### src/rtl/bpu_ftq.sv
// Fetch Target Queue between the uBTB stage and the IFU; entries are held until commit,
// which produces the uBTB training write. Optional same-cycle bypass: `define FTQ_BYPASS_EN.
module bpu_ftq #(
  parameter int MXLEN     = 32,
  parameter int FTQ_DEPTH = 8,
  parameter int PTR_W     = $clog2(FTQ_DEPTH) + 1
) (
  input  logic             i_clk,
  input  logic             i_rstn,
  input  logic             i_enq_valid,
  input  logic [MXLEN-1:0] i_enq_pc,
  input  logic             i_enq_taken,
  input  logic [MXLEN-1:0] i_enq_target,
  output logic             o_enq_ready,
  output logic             o_deq_valid,
  input  logic             i_deq_ready,
  output logic [MXLEN-1:0] o_deq_pc,
  output logic             o_deq_taken,
  output logic [MXLEN-1:0] o_deq_target,
  output logic [PTR_W-1:0] o_deq_ptr,
  input  logic             i_commit_valid,
  input  logic             i_commit_taken,
  input  logic [MXLEN-1:0] i_commit_target,
  input  logic             i_redirect_valid,
  input  logic [PTR_W-1:0] i_redirect_ptr,
  output logic             o_ubtb_update,
  output logic [MXLEN-1:0] o_pc_jumpsrc,
  output logic [MXLEN-1:0] o_pc_jumpdst,
  output logic [PTR_W-1:0] o_count
);
  localparam int IDX_W = PTR_W - 1;

  typedef struct packed {
    logic [MXLEN-1:0] pc;
    logic             taken;
    logic [MXLEN-1:0] target;
  } ent_t;

  ent_t             mem_q [FTQ_DEPTH];
  logic [PTR_W-1:0] enq_ptr_q, enq_ptr_d;
  logic [PTR_W-1:0] fetch_ptr_q, fetch_ptr_d;
  logic [PTR_W-1:0] cmt_ptr_q, cmt_ptr_d;
  logic [PTR_W-1:0] count, redir_nxt, rd_off, fe_off;
  logic             full, fetch_empty, enq_fire, deq_fire, train;
  ent_t             enq_ent, fetch_ent, cmt_ent, deq_ent;
  logic             upd_q, upd_d;
  logic [MXLEN-1:0] src_q, src_d, dst_q, dst_d;

  assign enq_ent     = '{pc: i_enq_pc, taken: i_enq_taken, target: i_enq_target};
  assign count       = enq_ptr_q - cmt_ptr_q;
  assign full        = (count == PTR_W'(FTQ_DEPTH));
  assign fetch_empty = (fetch_ptr_q == enq_ptr_q);
  assign o_enq_ready = !full && !i_redirect_valid;
  assign enq_fire    = i_enq_valid && o_enq_ready;
  assign fetch_ent   = mem_q[fetch_ptr_q[IDX_W-1:0]];
  assign cmt_ent     = mem_q[cmt_ptr_q[IDX_W-1:0]];

`ifdef FTQ_BYPASS_EN
  // An enqueue into an empty fetch window is forwarded straight to the IFU.
  assign o_deq_valid = !fetch_empty || enq_fire;
  assign deq_ent     = fetch_empty ? enq_ent : fetch_ent;
`else
  assign o_deq_valid = !fetch_empty;
  assign deq_ent     = fetch_ent;
`endif

  assign deq_fire     = o_deq_valid && i_deq_ready && !i_redirect_valid;
  assign o_deq_pc     = o_deq_valid ? deq_ent.pc     : '0;
  assign o_deq_taken  = o_deq_valid ? deq_ent.taken  : 1'b0;
  assign o_deq_target = o_deq_valid ? deq_ent.target : '0;
  assign o_deq_ptr    = fetch_ptr_q;
  assign o_count      = count;

  assign redir_nxt = i_redirect_ptr + {{(PTR_W-1){1'b0}}, 1'b1};

  always_comb begin
    enq_ptr_d   = enq_ptr_q   + {{(PTR_W-1){1'b0}}, enq_fire};
    fetch_ptr_d = fetch_ptr_q + {{(PTR_W-1){1'b0}}, deq_fire};
    cmt_ptr_d   = cmt_ptr_q   + {{(PTR_W-1){1'b0}}, i_commit_valid};
    if (i_redirect_valid) begin
      enq_ptr_d   = redir_nxt;
      fetch_ptr_d = redir_nxt;
    end
  end

  // Train only when the resolved jump disagrees with what the uBTB predicted.
  assign train = i_commit_valid && i_commit_taken &&
                 (!cmt_ent.taken || (cmt_ent.target != i_commit_target));

  always_comb begin
    upd_d = train;
    src_d = src_q;
    dst_d = dst_q;
    if (train) begin
      src_d = cmt_ent.pc;
      dst_d = i_commit_target;
    end
  end

  always_ff @(posedge i_clk or negedge i_rstn) begin
    if (!i_rstn) begin
      enq_ptr_q   <= '0;
      fetch_ptr_q <= '0;
      cmt_ptr_q   <= '0;
      upd_q       <= 1'b0;
      src_q       <= '0;
      dst_q       <= '0;
    end else begin
      enq_ptr_q   <= enq_ptr_d;
      fetch_ptr_q <= fetch_ptr_d;
      cmt_ptr_q   <= cmt_ptr_d;
      upd_q       <= upd_d;
      src_q       <= src_d;
      dst_q       <= dst_d;
    end
  end

  always_ff @(posedge i_clk) begin
    if (enq_fire) mem_q[enq_ptr_q[IDX_W-1:0]] <= enq_ent;
  end

  assign o_ubtb_update = upd_q;
  assign o_pc_jumpsrc  = src_q;
  assign o_pc_jumpdst  = dst_q;

  // Redirect target must be a fetched, not-yet-committed entry (post-commit window).
  assign rd_off = i_redirect_ptr - cmt_ptr_d;
  assign fe_off = fetch_ptr_q - cmt_ptr_d;

  a_commit_nonempty: assert property (@(posedge i_clk) disable iff (!i_rstn)
    !(i_commit_valid && (count == '0)));
  a_redirect_range: assert property (@(posedge i_clk) disable iff (!i_rstn)
    i_redirect_valid |-> (rd_off < fe_off));

endmodule

### config.mk
export PLATFORM = sky130hd
export DESIGN_NAME = bpu_ftq
export DESIGN_NICKNAME = d
export VERILOG_FILES = /design/src/rtl/bpu_ftq.sv
export SDC_FILE = /design/constraint.sdc
export NUM_CORES = 1
export LEC_CHECK = 0
export ABC_AREA = 0
export CAP_MARGIN = 20
export CORE_MARGIN = 5
export CORE_UTILIZATION = 35
export CTS_BUF_LIST = sky130_fd_sc_hd__clkbuf_2 sky130_fd_sc_hd__clkbuf_4 sky130_fd_sc_hd__clkbuf_8
export CTS_CLUSTER_DIAMETER = 150
export DETAILED_ROUTE_END_ITERATION = 7
export GPL_ROUTABILITY_DRIVEN = 0
export SYNTH_ARGS = -nofsm -noshare
export SYNTH_HDL_FRONTEND = slang
export SYNTH_SLANG_ARGS = --single-unit
### constraint.sdc
create_clock -name i_clk -period 9.1 [get_ports i_clk]
set_input_delay 1.82 -clock i_clk [delete_from_list [all_inputs] [get_ports i_clk]]
set_output_delay 1.82 -clock i_clk [all_outputs]
set_load 0.02 [all_outputs]
* Yosys cells after proc, flatten, opt, wreduce, memory -nomap -nowiden *
Memory sizes are Yosys's and may differ from the RTL's.
Cells that the tools add are included.

word-level totals
  logic and storage cells = 33
  input bits = 108
  output and inout bits = 140
  register bits after elaboration = 77
  RAM bits = 520
  memories = 1

memories
  memory  depth  width  read ports  clocked after memory_dff  wr ports  RTL line  source
  mem_q   8      65     2           0                         1         39        ent_t mem_q [FTQ_DEPTH];

operators by class
  muxes and demuxes = 7
  $add $sub $neg = 5
  reduce and logical (&&, ||, !) cells = 11
  equal/unequal tests = 3

operators with widths
  cell                                          count
  2-to-1 mux 32 bit                             2
  inequality test 32 bit                        1
  adder 4 x 1 -> 4 bit                          3
  2-to-1 mux 4 bit                              2
  logical AND 1 bit                             6
  adder 4 x 1 -> 4 bit (second input constant)  1
  equality test 4 bit                           1
  equality test 4 bit (second input constant)   1
  logical NOT 1 bit                             4
  subtractor 4 bit                              1
  2-to-1 mux 1 bit                              3
  logical OR 1 bit                              1

* Longest topological paths before layout *
Gate-level depths: netlist (run 1).

  depth after elaboration = 7
  gate-level depth with buffers = 14
  gate-level depth less buffers = 12

* Worst setup path after synthesis (run 1) *
Ideal clock, no wire load.

  path kind = register to register
  start point = register cmt_ptr_q[2]
  end point = memory mem_q[1][0] in the netlist's numbering (enable)
  data arrival time = 7123 ps
  cell stages (with the launch flop) = 12
  slack = 1409 ps
  period minus slack after synthesis = 7691 ps
  cells stage by stage = dfrtp_1 -> buf_2 -> inv_1 -> buf_2 -> clkbuf_1 -> clkbuf_1 -> ha_1 -> a21oi_1 -> xnor2_1 -> a311oi_1 -> nand2_1 -> nor3_1

on the way
  word-level cells in the longest chain between the ends = 7

ends and longest elaborated chain
  item                                    RTL line  source
  start: declaration                      42        logic [PTR_W-1:0] cmt_ptr_q, cmt_ptr_d;
  start signal: assignment                111       cmt_ptr_q <= cmt_ptr_d;
  subtractor 4 bit                        50        assign count = enq_ptr_q - cmt_ptr_q;
  net o_count[3]                          29        output logic [PTR_W-1:0] o_count
  equality test 4 bit                     51        assign full = (count == PTR_W'(FTQ_DEPTH));
  logical NOT 1 bit                       53        assign o_enq_ready = !full && !i_redirect_valid;
  logical AND 1 bit                       53
  logical AND 1 bit                       54        assign enq_fire = i_enq_valid && o_enq_ready;
  2-to-1 mux 1 bit                        119       if (enq_fire) mem_q[enq_ptr_q[IDX_W-1:0]] <= enq_ent;
  2-to-1 mux 1 bit (implied by the code)  119
  end: declaration                        39

The timed path passes the listed nets, and every way through them passes these cells.

* Worst setup path in the final report (run 1) *
  start point = register fetch_ptr_q[0], in the netlist o_deq_ptr[0]
  end point = output port o_deq_pc[31]

on the way
  word-level cells in the longest chain between the ends = 2
  elaborated cells between the ends (all ways) = 3
  those cells by class = eq/ne (1); mux (1); memory (1)

ends and longest elaborated chain
  item                                                                    RTL line  source
  start: declaration                                                      41        logic [PTR_W-1:0] fetch_ptr_q, fetch_ptr_d;
  start signal: assignment                                                110       fetch_ptr_q <= fetch_ptr_d;
  memory read (8 x 65 bit) / equality test 4 bit (equally long branches)  -
  2-to-1 mux 32 bit (*)                                                   68        assign o_deq_pc = o_deq_valid ? deq_ent.pc : '0;
  end: declaration                                                        17        output logic [MXLEN-1:0] o_deq_pc,

Mark *: on every way between the ends. The rest lies on a longest branch, timed or not.

==> results by group, run 1 <==
Worst setup path
  • Critical path endpoint category: primary output
  • Arr. time, crit path: 4.17 ns
  • Critical Path RT: 7.28 ns
  • CP max stage delay: 0.98 ns
  • CP Max Fanout: 39
  • CP Launch Type: flop
  • Cell Chain, Critical Path: buf_4, mux4_2, mux2i_1, nor2_1, clkdlybuf4s50_1
  • WS Path Type: reg2out
  • Crit-path slowest cell: dfrtp_4

Clock tree
  • Clock transition at the registers of the reported paths: 0.06 ns
  • CTS sink cnt: 597
  • CTS Hold Bufs: 0
  • Post-CTS sizing: 0
  • Worst skew pair latency: 0.68 ns
  • CTS Buf Count: 97
  • Clock buffer depth: 3
  • TritonCTS clock tree: built
  • Clock root buffer master: clkbuf_8
  • Htree depth: 3
  • Post-CTS setup buffer count: 0

Die
  • Row count: 102
  • Initial core utilization: 35.2%
  • Core Region: 77200 sq um
  • Die Span Y: 289 microns
  • I/O Pins: 248
  • Die W: 289 microns
  • Total die area: 83400 sq um

Placed design
  • Pre-CTS setup slack: 3.64 ns
  • IO buf count: 247
  • Placed Area: 30800 sq um
  • DP HPWL: 45.3 mm

Layout
  • Share of cells above drive strength 1: 30.3%
  • Final instance area: 32900 sq um
  • Fin nets: 1822
  • Area Overhead vs Synth: 21.0%
  • Util after Layout: 42.6%

Global route
  • Global route total overflow: 0
  • Initial antenna violation count: 8
  • Vias in the first global route: 16300
  • Tot GR Track Use: 17.5%
  • First-pass GRT wire length: 108 mm
  • Largest net degree at the start of global routing: 60

Synthesis
  • Synth warnings: 0
  • Synth Flop Type: edfxtp_1
  • Sequential-to-total area share from yosys stat: 64.5%
  • Synth cell count leaders: edfxtp_1, mux4_2, nand2_1
  • EDFF count, synth: 520
  • Syn Inst Count: 1424
  • Seq cells post-synth: 597
  • Avg Cell Area, Syn: 19.1 sq um
  • Synth unique cells: 42
  • Cell area after synthesis: 27200 sq um
  • Asr flop ratio synth: 12.9%
  • Leading post-synthesis cells by cell area: edfxtp_1, mux4_2, dfrtp_1
  • Cell type with the largest total area after synthesis: edfxtp_1
  • Most frequent cell after synthesis: edfxtp_1
  • Syn_nets: 1543
  • Post-synth top area share: 57.4%

Timing
  • Fin. max-slew vios: 0
  • Rel. slew slack: 26.3%
  • Actual slew at the worst max-slew pin: 1.11 ns
  • WHS: 0.491 ns
  • Period Utilization, post-route: 65.8%
  • Clk_skew: 0.0282 ns
  • Setup Viol. Count Final: 0
  • Min cycle time layout: 5.99 ns
  • Final hold viol count: 0
  • Fmax: 0.167 GHz
  • Final worst setup slack: 3.11 ns
  • RSZ-0062 raised after global routing: false
  • Sum Neg Setup Slack: 0 ns

Run status
  • Status: complete, no violations

Drt
  • Vias/cell: 5.24
  • DRT iter0 DRCs: 1013
  • WL per Instance: 26.1 microns
  • DRT Wirelength: 73.8 mm
  • Final ANT Viol Nets: 0
  • # DRC: 0
  • Via count: 14800
  • TritonRoute pass-1 iters: 4

Power
  • Maximum vdd ir drop: 0.000120 V
  • Pwr/cell area: 272 nW/um^2
  • Static Leak: 11.2 nW

Hold path
  • HP Class: reg2reg

Flow run
  • Max_cap viols: 0
==> placed cells by master (no fill, tap or decap), types with 5 or more instances in the layout <==
cell type / n
buf_4: 26
clkbuf_4: 45
clkbuf_8: 110
clkdlybuf4s50_1: 246
clkinv_1: 12
clkinv_2: 8
dfrtp_1: 71
dfrtp_4: 6
diode_2: 5
edfxtp_1: 520
ha_1: 10
inv_1: 10
mux2_2: 47
mux2_4: 26
mux2i_1: 97
mux4_2: 251
nand2_1: 104
nand2b_1: 6
nor2_1: 71
nor2_4: 6
nor4_1: 9
o21ai_0: 5
o22ai_1: 6
xnor2_1: 35
xor2_1: 8
==> where the power goes <==
group          leakage (nW)  switching (mW)  internal [mW]
Sequential             5.60           0.231           3.20
Combinational          4.51            1.62           1.51
Clock                  1.09            1.05           1.35
Total                  11.2            2.90           6.05
==> cells by family after synthesis <==
group           Yosys count  synth area share, %
simple gates            217                 3.30
buf+inv                 107                 1.73
xor+xnor                 43                 1.39
fa+ha+maj                11                0.534
mux                     424                 27.9
compound gates           25                0.676
flops                   597                 64.5
==> cell type report <==
cell class	count	area [sq um]
Timing Repair Buffer	274	2700
Tap cell	1040	1300
Clock inverter	25	183
Multi-Input combinational cell	720	9240
Inverter	13	48.8
Sequential cell	597	17600
Clock buffer	155	1850
Fill cell	6776	44300
Antenna cell	5	12.5
==> flip-flops by register name, indices dropped and copies added, names as in the netlist <==
name	count
cmt_ptr_q	4
o_pc_jumpdst	32
mem_q	520
o_deq_ptr	4
o_pc_jumpsrc	32
o_ubtb_update	1
enq_ptr_q	4
==> worst max-delay path, delay by kind of cell (launching register included) <==
family                 cells  cell delay [ns]
and+or+nand+nor            1             0.13
buffers and inverters      2             1.35
DFF                        1             0.98
muxes                      2             0.99
==> worst paths after layout <==
kind	start	to	slack (ns)	cells after the start
min in group asynchronous	i_rstn	o_pc_jumpsrc[24]	1.16	1
hold / removal	o_pc_jumpsrc[10]	o_pc_jumpsrc[10]	0.49	1
hold reg to reg	o_pc_jumpsrc[10]	o_pc_jumpsrc[10]	0.49	1
setup reg to reg	cmt_ptr_q[1]	mem_q[0][20]	3.85	9
max in group asynchronous	i_rstn	cmt_ptr_q[1]	6.85	2
setup / recovery	o_deq_ptr[0]	o_deq_pc[31]	3.11	5
==> routing by layer <==
metal / GRT usage (%) / vias to the layer above / wire length [microns]
met2: 29.5 / 450 / 37500
met3: 3.19 / 110 / 4090
met5: 0 / - / 52
li1: - / 6364 / -
met1: 22.8 / 7896 / 30200
met4: 5.99 / 6 / 2030
==> through the flow <==
| stage | instances | power [mW] |
|---|---|---|
| 3_5_place_dp | 2643 | 6.66 |
| 6_report | 2829 | 8.95 |
| 4_1_cts | 2823 | 9.07 |
| 3_3_place_gp | 2643 | 6.64 |
| 5_1_grt | 2827 | 9.37 |
| 2_1_floorplan | 1424 | 5.47 |
Note: power is estimated with default switching activity, not from simulation.
==> run 2: changes to the inputs <==
==> constraint.sdc (replaced) <==
create_clock -name i_clk -period 5.2 [get_ports i_clk]
set_input_delay 1.04 -clock i_clk [delete_from_list [all_inputs] [get_ports i_clk]]
set_output_delay 1.04 -clock i_clk [all_outputs]
set_load 0.02 [all_outputs]
==> run 2 against run 1 <==
Compared with the run above: first-iteration DRC count shrank 7.4%; largest power group unchanged; global-route usage rose by 0.16 points; routed wire length rose by 0.86%; core utilization grew 0.33 points; worst setup slack worse by 2.6 ns.
==> results by group, run 2 (same netlist as run 1, synthesis figures left out) <==
Drt
  • Via count: 15000 (was 14800)
  • Vias/cell: 5.26 (was 5.24)
  • Final ANT Viol Nets: 0 (unchanged)
  • DRT Wirelength: 74.4 mm (was 73.8 mm)
  • DRT iter0 DRCs: 938 (was 1013)
  • # DRC: 0 (unchanged)
  • WL per Instance: 26.1 microns (about the same)
  • TritonRoute pass-1 iters: 5 (was 4)

Power
  • Total power: 15.7 mW (was 8.95 mW)
  • Static Leak: 11.3 nW (was 11.2 nW)
  • Pwr/cell area: 472 nW/um^2 (was 272 nW/um^2)
  • Maximum vdd ir drop: 0.000257 V (was 0.000120 V)

Hold path
  • HP Class: in2async (was reg2reg)

Die
  • Core Region: 77200 sq um (unchanged)
  • Die Span Y: 289 microns (unchanged)
  • I/O Pins: 248 (unchanged)
  • Initial core utilization: 35.2% (unchanged)
  • Total die area: 83400 sq um (unchanged)
  • Die W: 289 microns (unchanged)
  • Row count: 102 (unchanged)

Placed design
  • DP HPWL: 44.2 mm (was 45.3 mm)
  • Placed insts: 2659 (was 2643)
  • IO buf count: 247 (unchanged)

Timing
  • Clk_skew: 0.0274 ns (was 0.0282 ns)
  • RSZ-0062 raised after global routing: false (unchanged)
  • Setup Viol. Count Final: 0 (unchanged)
  • Actual slew at the worst max-slew pin: 0.924 ns (was 1.11 ns)
  • Fin. max-slew vios: 0 (unchanged)
  • Rel. slew slack: 38.4% (was 26.3%)
  • Final hold viol count: 0 (unchanged)
  • WHS: 0.441 ns (was 0.491 ns)
  • Min cycle time layout: 4.65 ns
  • Period Utilization, post-route: 89.4%
  • Fmax: 0.215 GHz

Worst setup path
  • WS Path Type: reg2out (unchanged)
  • Arr. time, crit path: 3.61 ns (was 4.17 ns)
  • CP Launch Type: flop (unchanged)
  • Worst R2R Path Depth: 11 (was 9)
  • Critical Path RT: 4.16 ns (was 7.28 ns)
  • R2r startpoint: cmt_ptr_q[0] (was cmt_ptr_q[1])
  • Reg2reg setup slack: 0.77 ns (was 3.85 ns)
  • CP Max Fanout: 25 (was 39)
  • Capture point of the worst reg-to-reg path: o_pc_jumpsrc[10] (was mem_q[0][20])
  • Critical path endpoint category: primary output (unchanged)

Run status
  • Status: complete, no violations (unchanged)

Global route
  • First-pass GRT wire length: 108 mm (about the same)
  • Largest net degree at the start of global routing: 78 (was 60)
  • Global route total overflow: 0 (unchanged)
  • Vias in the first global route: 16400 (was 16300)
  • Tot GR Track Use: 17.6% (was 17.5%)
  • Initial antenna violation count: 11 (was 8)

Clock tree
  • CTS Hold Bufs: 0 (unchanged)
  • Post-CTS setup buffer count: 0 (unchanged)
  • Clock buffer depth: 3 (unchanged)
  • Clock transition at the registers of the reported paths: 0.06 ns (about the same)
  • Clock root buffer master: clkbuf_8 (unchanged)
  • Post-CTS sizing: 0 (unchanged)
  • TritonCTS clock tree: built (unchanged)
  • CTS Buf Count: 99 (was 97)
  • Worst skew pair latency: 0.69 ns (was 0.68 ns)
  • Htree depth: 3 (unchanged)
  • CTS sink cnt: 597 (unchanged)

Layout
  • Util after Layout: 42.9% (was 42.6%)
  • Fin nets: 1839 (was 1822)
  • Commonest cells after routing, fill and taps aside: edfxtp_1, mux4_2, clkdlybuf4s50_1, clkbuf_8, nand2_1 (unchanged)
  • Max reg flops: 520 (unchanged)
  • Area Overhead vs Synth: 21.9% (was 21.0%)
  • Most common cell after layout, fill and taps aside: edfxtp_1 (unchanged)
  • Share of cells above drive strength 1: 31.0% (was 30.3%)
  • Final cell count without fillers: 2854 (was 2829)

Flow run
  • Max_cap viols: 0 (unchanged)
## run 2: power by group
part	switching (mW)	internal, mW	leakage [nW]
Clock	1.89	2.29	1.09
Sequential	0.410	5.59	5.60
Combinational	2.79	2.68	4.62
## run 2: final cells by class
type	instances	area [sq um]
inverter	13	48.8
clock inverter	38	216
timing repair buffer	289	2940
fill	6767	44100
multi-input combinational	720	9250
tap	1040	1300
antenna	8	20.0
clock buffer	149	1810
sequential	597	17600
## run 2: metrics by stage
stage | cell area, sq um | TNS [ns] | worst slack, ns
3_5_place_dp | 31100 | 0 | 0.666
5_1_grt | 33100 | 0 | 0.290
3_3_place_gp | 31100 | 0 | 0.824
4_1_cts | 33100 | 0 | 0.409
6_report | 33200 | 0 | 0.552
2_1_floorplan | 27200 | -355.74 | -0.750
## run 2: per-layer routing
layer  GRT usage (%)  vias up  routed length, microns
met4            5.51        6                    1780
met5               0        -                      41
li1                -     6431                       -
met2            29.7      457                   37400
met1            23.0     8010                   30600
met3            3.83      109                    4590
## run 2: critical path, cell delays in order (launching register included)
cell and delay, ns:
dfrtp_4 0.79, buf_4 0.58, mux4_2 0.57, mux2i_1 0.31, nor2_1 0.09, clkdlybuf4s50_1 0.55
## run 2: worst max-delay path by stage
stage                       startpoint                to  slack (ns)  cells after the start
final                     o_deq_ptr[0]       o_deq_pc[2]        0.55                      5
after global routing      o_deq_ptr[0]  o_deq_target[29]        0.29                      5
after CTS                 o_deq_ptr[0]  o_deq_target[29]        0.41                      5
after detailed placement  cmt_ptr_q[0]  o_pc_jumpsrc[10]        0.67                     11
after global placement    cmt_ptr_q[0]  o_pc_jumpsrc[10]        0.82                     11
after floorplan           cmt_ptr_q[2]       mem_q[7][0]       -0.75                     11
==> run 3: changes to the inputs <==
--- a/config.mk
+++ b/config.mk
@@ -12,6 +12,7 @@
 export CTS_BUF_LIST = sky130_fd_sc_hd__clkbuf_2 sky130_fd_sc_hd__clkbuf_4 sky130_fd_sc_hd__clkbuf_8
 export CTS_CLUSTER_DIAMETER = 150
 export DETAILED_ROUTE_END_ITERATION = 7
+export DONT_BUFFER_PORTS = 1
 export GPL_ROUTABILITY_DRIVEN = 0
 export SYNTH_ARGS = -nofsm -noshare
 export SYNTH_HDL_FRONTEND = slang
==> run 3 against run 2 <==
Compared with the run above: hold slack got worse by 0.37 ns; die area unchanged; global-route usage decreased by 0.12 points; via count fell by 6.1%; worst setup slack improved by 0.32 ns; final cell count is 8.5% lower; cell area is 6.1% lower; critical path type is now reg2reg; sequential share of layout area rose by 3.4 points; routed wire length is 0.46% lower; largest cell class unchanged; clock power up 11%.
==> results by group, run 3 (same netlist as run 1, synthesis figures left out) <==
Global route
  • Initial antenna violation count: 4 (was 11)
  • Global route total overflow: 0 (unchanged)
  • Largest net degree at the start of global routing: 101 (was 78)
  • Tot GR Track Use: 17.5% (was 17.6%)
  • First-pass GRT wire length: 106 mm (was 108 mm)
  • Vias in the first global route: 15000 (was 16400)

Die
  • Initial core utilization: 35.2% (unchanged)
  • Row count: 102 (unchanged)
  • I/O Pins: 248 (unchanged)
  • Core Region: 77200 sq um (unchanged)
  • Die W: 289 microns (unchanged)
  • Total die area: 83400 sq um (unchanged)
  • Die Span Y: 289 microns (unchanged)

Layout
  • Most common cell after layout, fill and taps aside: edfxtp_1 (unchanged)
  • Max reg flops: 520 (unchanged)
  • Share of cells above drive strength 1: 35.7% (was 31.0%)
  • Commonest cells after routing, fill and taps aside: edfxtp_1, mux4_2, clkbuf_8, nand2_1, mux2i_1 (was edfxtp_1, mux4_2, clkdlybuf4s50_1, clkbuf_8, nand2_1)
  • Fillers: 6842 (was 6767)
  • Fin nets: 1600 (was 1839)
  • Multi-input gate area: 9250 sq um (unchanged)
  • Util after Layout: 40.3% (was 42.9%)
  • Reg area: 17600 sq um (unchanged)
  • Area Overhead vs Synth: 14.5% (was 21.9%)

Clock tree
  • Clock transition at the registers of the reported paths: 0.06 ns (about the same)
  • CTS sink cnt: 597 (unchanged)
  • TritonCTS clock tree: built (unchanged)
  • Clock buffer depth: 3 (unchanged)
  • CTS Buf Count: 101 (was 99)
  • Htree depth: 3 (unchanged)
  • Post-CTS sizing: 0 (unchanged)
  • Clock root buffer master: clkbuf_8 (unchanged)
  • Worst skew pair latency: 0.69 ns (about the same)

Timing
  • Rel. slew slack: 44.4% (was 38.4%)
  • RSZ-0062 raised after global routing: false (unchanged)
  • Fin. max-slew vios: 0 (unchanged)
  • Actual slew at the worst max-slew pin: 0.832 ns (was 0.924 ns)
  • Fmax: 0.231 GHz (was 0.215 GHz)
  • Final worst setup slack: 0.874 ns (was 0.552 ns)
  • Period Utilization, post-route: 83.2% (was 89.4%)
  • Min cycle time layout: 4.33 ns (was 4.65 ns)
  • Clk_skew: 0.0398 ns (was 0.0274 ns)
  • Final hold viol count: 0 (unchanged)
  • Sum Neg Setup Slack: 0 ns (unchanged)
  • Setup Viol. Count Final: 0 (unchanged)

Drt
  • DRT Wirelength: 74.1 mm (was 74.4 mm)
  • Vias/cell: 5.40 (was 5.26)
  • WL per Instance: 28.4 microns (was 26.1 microns)
  • Via count: 14100 (was 15000)
  • Final ANT Viol Nets: 0 (unchanged)
  • # DRC: 0 (unchanged)
  • DRT iter0 DRCs: 962 (was 938)
  • TritonRoute pass-1 iters: 5 (unchanged)

Worst setup path
  • Critical path endpoint category: flop (was primary output)
  • Most frequent CP cell: buf_4
  • Crit-path slowest cell: dfrtp_4 (unchanged)
  • Top delay family on crit path: buffers and inverters (unchanged)
  • Buf/Inv on CP: 4 (was 2)
  • Reg2reg setup slack: 0.87 ns (was 0.77 ns)
  • CP Launch Type: flop (unchanged)
  • Arr. time, crit path: 4.87 ns (was 3.61 ns)
  • CP max stage delay: 0.62 ns (was 0.79 ns)
  • CP Max Fanout: 85 (was 25)
  • Cell Chain, Critical Path: buf_12, mux4_2, mux2i_1, xnor2_1, nor4_1, nand4_1, o31ai_4, buf_4, inv_2, buf_4, mux2_1 (was buf_4, mux4_2, mux2i_1, nor2_1, clkdlybuf4s50_1)
  • WS Path Type: reg2reg (was reg2out)
  • Critical Path RT: 5.75 ns (was 4.16 ns)

Power
  • Static Leak: 10.5 nW (was 11.3 nW)
  • Pwr/cell area: 493 nW/um^2 (was 472 nW/um^2)
  • Total power: 15.4 mW (was 15.7 mW)
  • Maximum vdd ir drop: 0.000250 V (was 0.000257 V)

Placed design
  • IO buf count: 0 (was 247)
  • Pre-CTS setup slack: 0.829 ns (was 0.666 ns)
  • DP HPWL: 44.2 mm (about the same)

Flow run
  • Max_cap viols: 0 (unchanged)

Run status
  • Status: complete, no violations (unchanged)

Hold path
  • HP Class: in2async (unchanged)
-- run 3: cell types whose count changed in the layout (fill, tap and decap cells not counted), sizes merged --
cell           delta
clkdlybuf4s50   -246
bufinv           +11
clkbuf           -17
diode             -6
dlygate4sd3       +1
buf               +4
clkinv            +9
-- run 3: final cells by class --
class | instances | share of cell area, %
Tap cell | 1040 | 4.18
Antenna cell | 2 | 0.0161
Multi-Input combinational cell | 720 | 29.7
Clock buffer | 132 | 5.37
Timing Repair Buffer | 48 | 2.23
Sequential cell | 597 | 56.4
Clock inverter | 58 | 1.89
Inverter | 13 | 0.157
-- run 3: power breakdown --
| part | switching [mW] | internal, mW |
|---|---|---|
| Sequential | 0.586 | 5.59 |
| Combinational | 2.48 | 2.06 |
| Clock | 1.93 | 2.71 |
| Total | 5.00 | 10.4 |
-- run 3: path summary, 6_finish.rpt --
check	from	endpoint	depth (start not counted)
min	i_rstn	cmt_ptr_q[0]	0
max	cmt_ptr_q[1]	o_pc_jumpsrc[10]	11
max reg2reg	cmt_ptr_q[1]	o_pc_jumpsrc[10]	11
min in group i_clk	i_enq_pc[30]	mem_q[7][63]	0
max in group asynchronous	i_rstn	o_pc_jumpdst[5]	1
min reg2reg	cmt_ptr_q[3]	cmt_ptr_q[3]	1
-- run 3: what timing repair did --
action	CTS	global route
endpoints found under the hold margin	53	0
setup buffers	0	0
endpoints found under the setup margin	0	0
hold buffers	3	0
-- run 3: stage by stage --
stage | hold WS, ns | instances | area, sq um
global placement | 0.503 | 2415 | 28800
floorplan | 0.466 | 1424 | 27200
detailed placement | 0.523 | 2415 | 28800
finish | 0.0718 | 2610 | 31100
global route | 0.0249 | 2610 | 31100
CTS | 0.00195 | 2608 | 31100
-- run 3: metal layers --
layer	track usage, %	wire length, microns
met1	22.1	29200
met4	5.15	1620
met3	5.52	5900
met5	0	0
met2	29.2	37400
-- run 3: worst reg2reg max path, delay by kind of cell, from the launching register on --
kind | cells | cell delay [ns]
buf+inv | 4 | 1.05
simple gates | 2 | 0.87
flops | 1 | 0.62
mux | 3 | 1.23
xor+xnor | 1 | 0.11
compound gates | 1 | 0.31
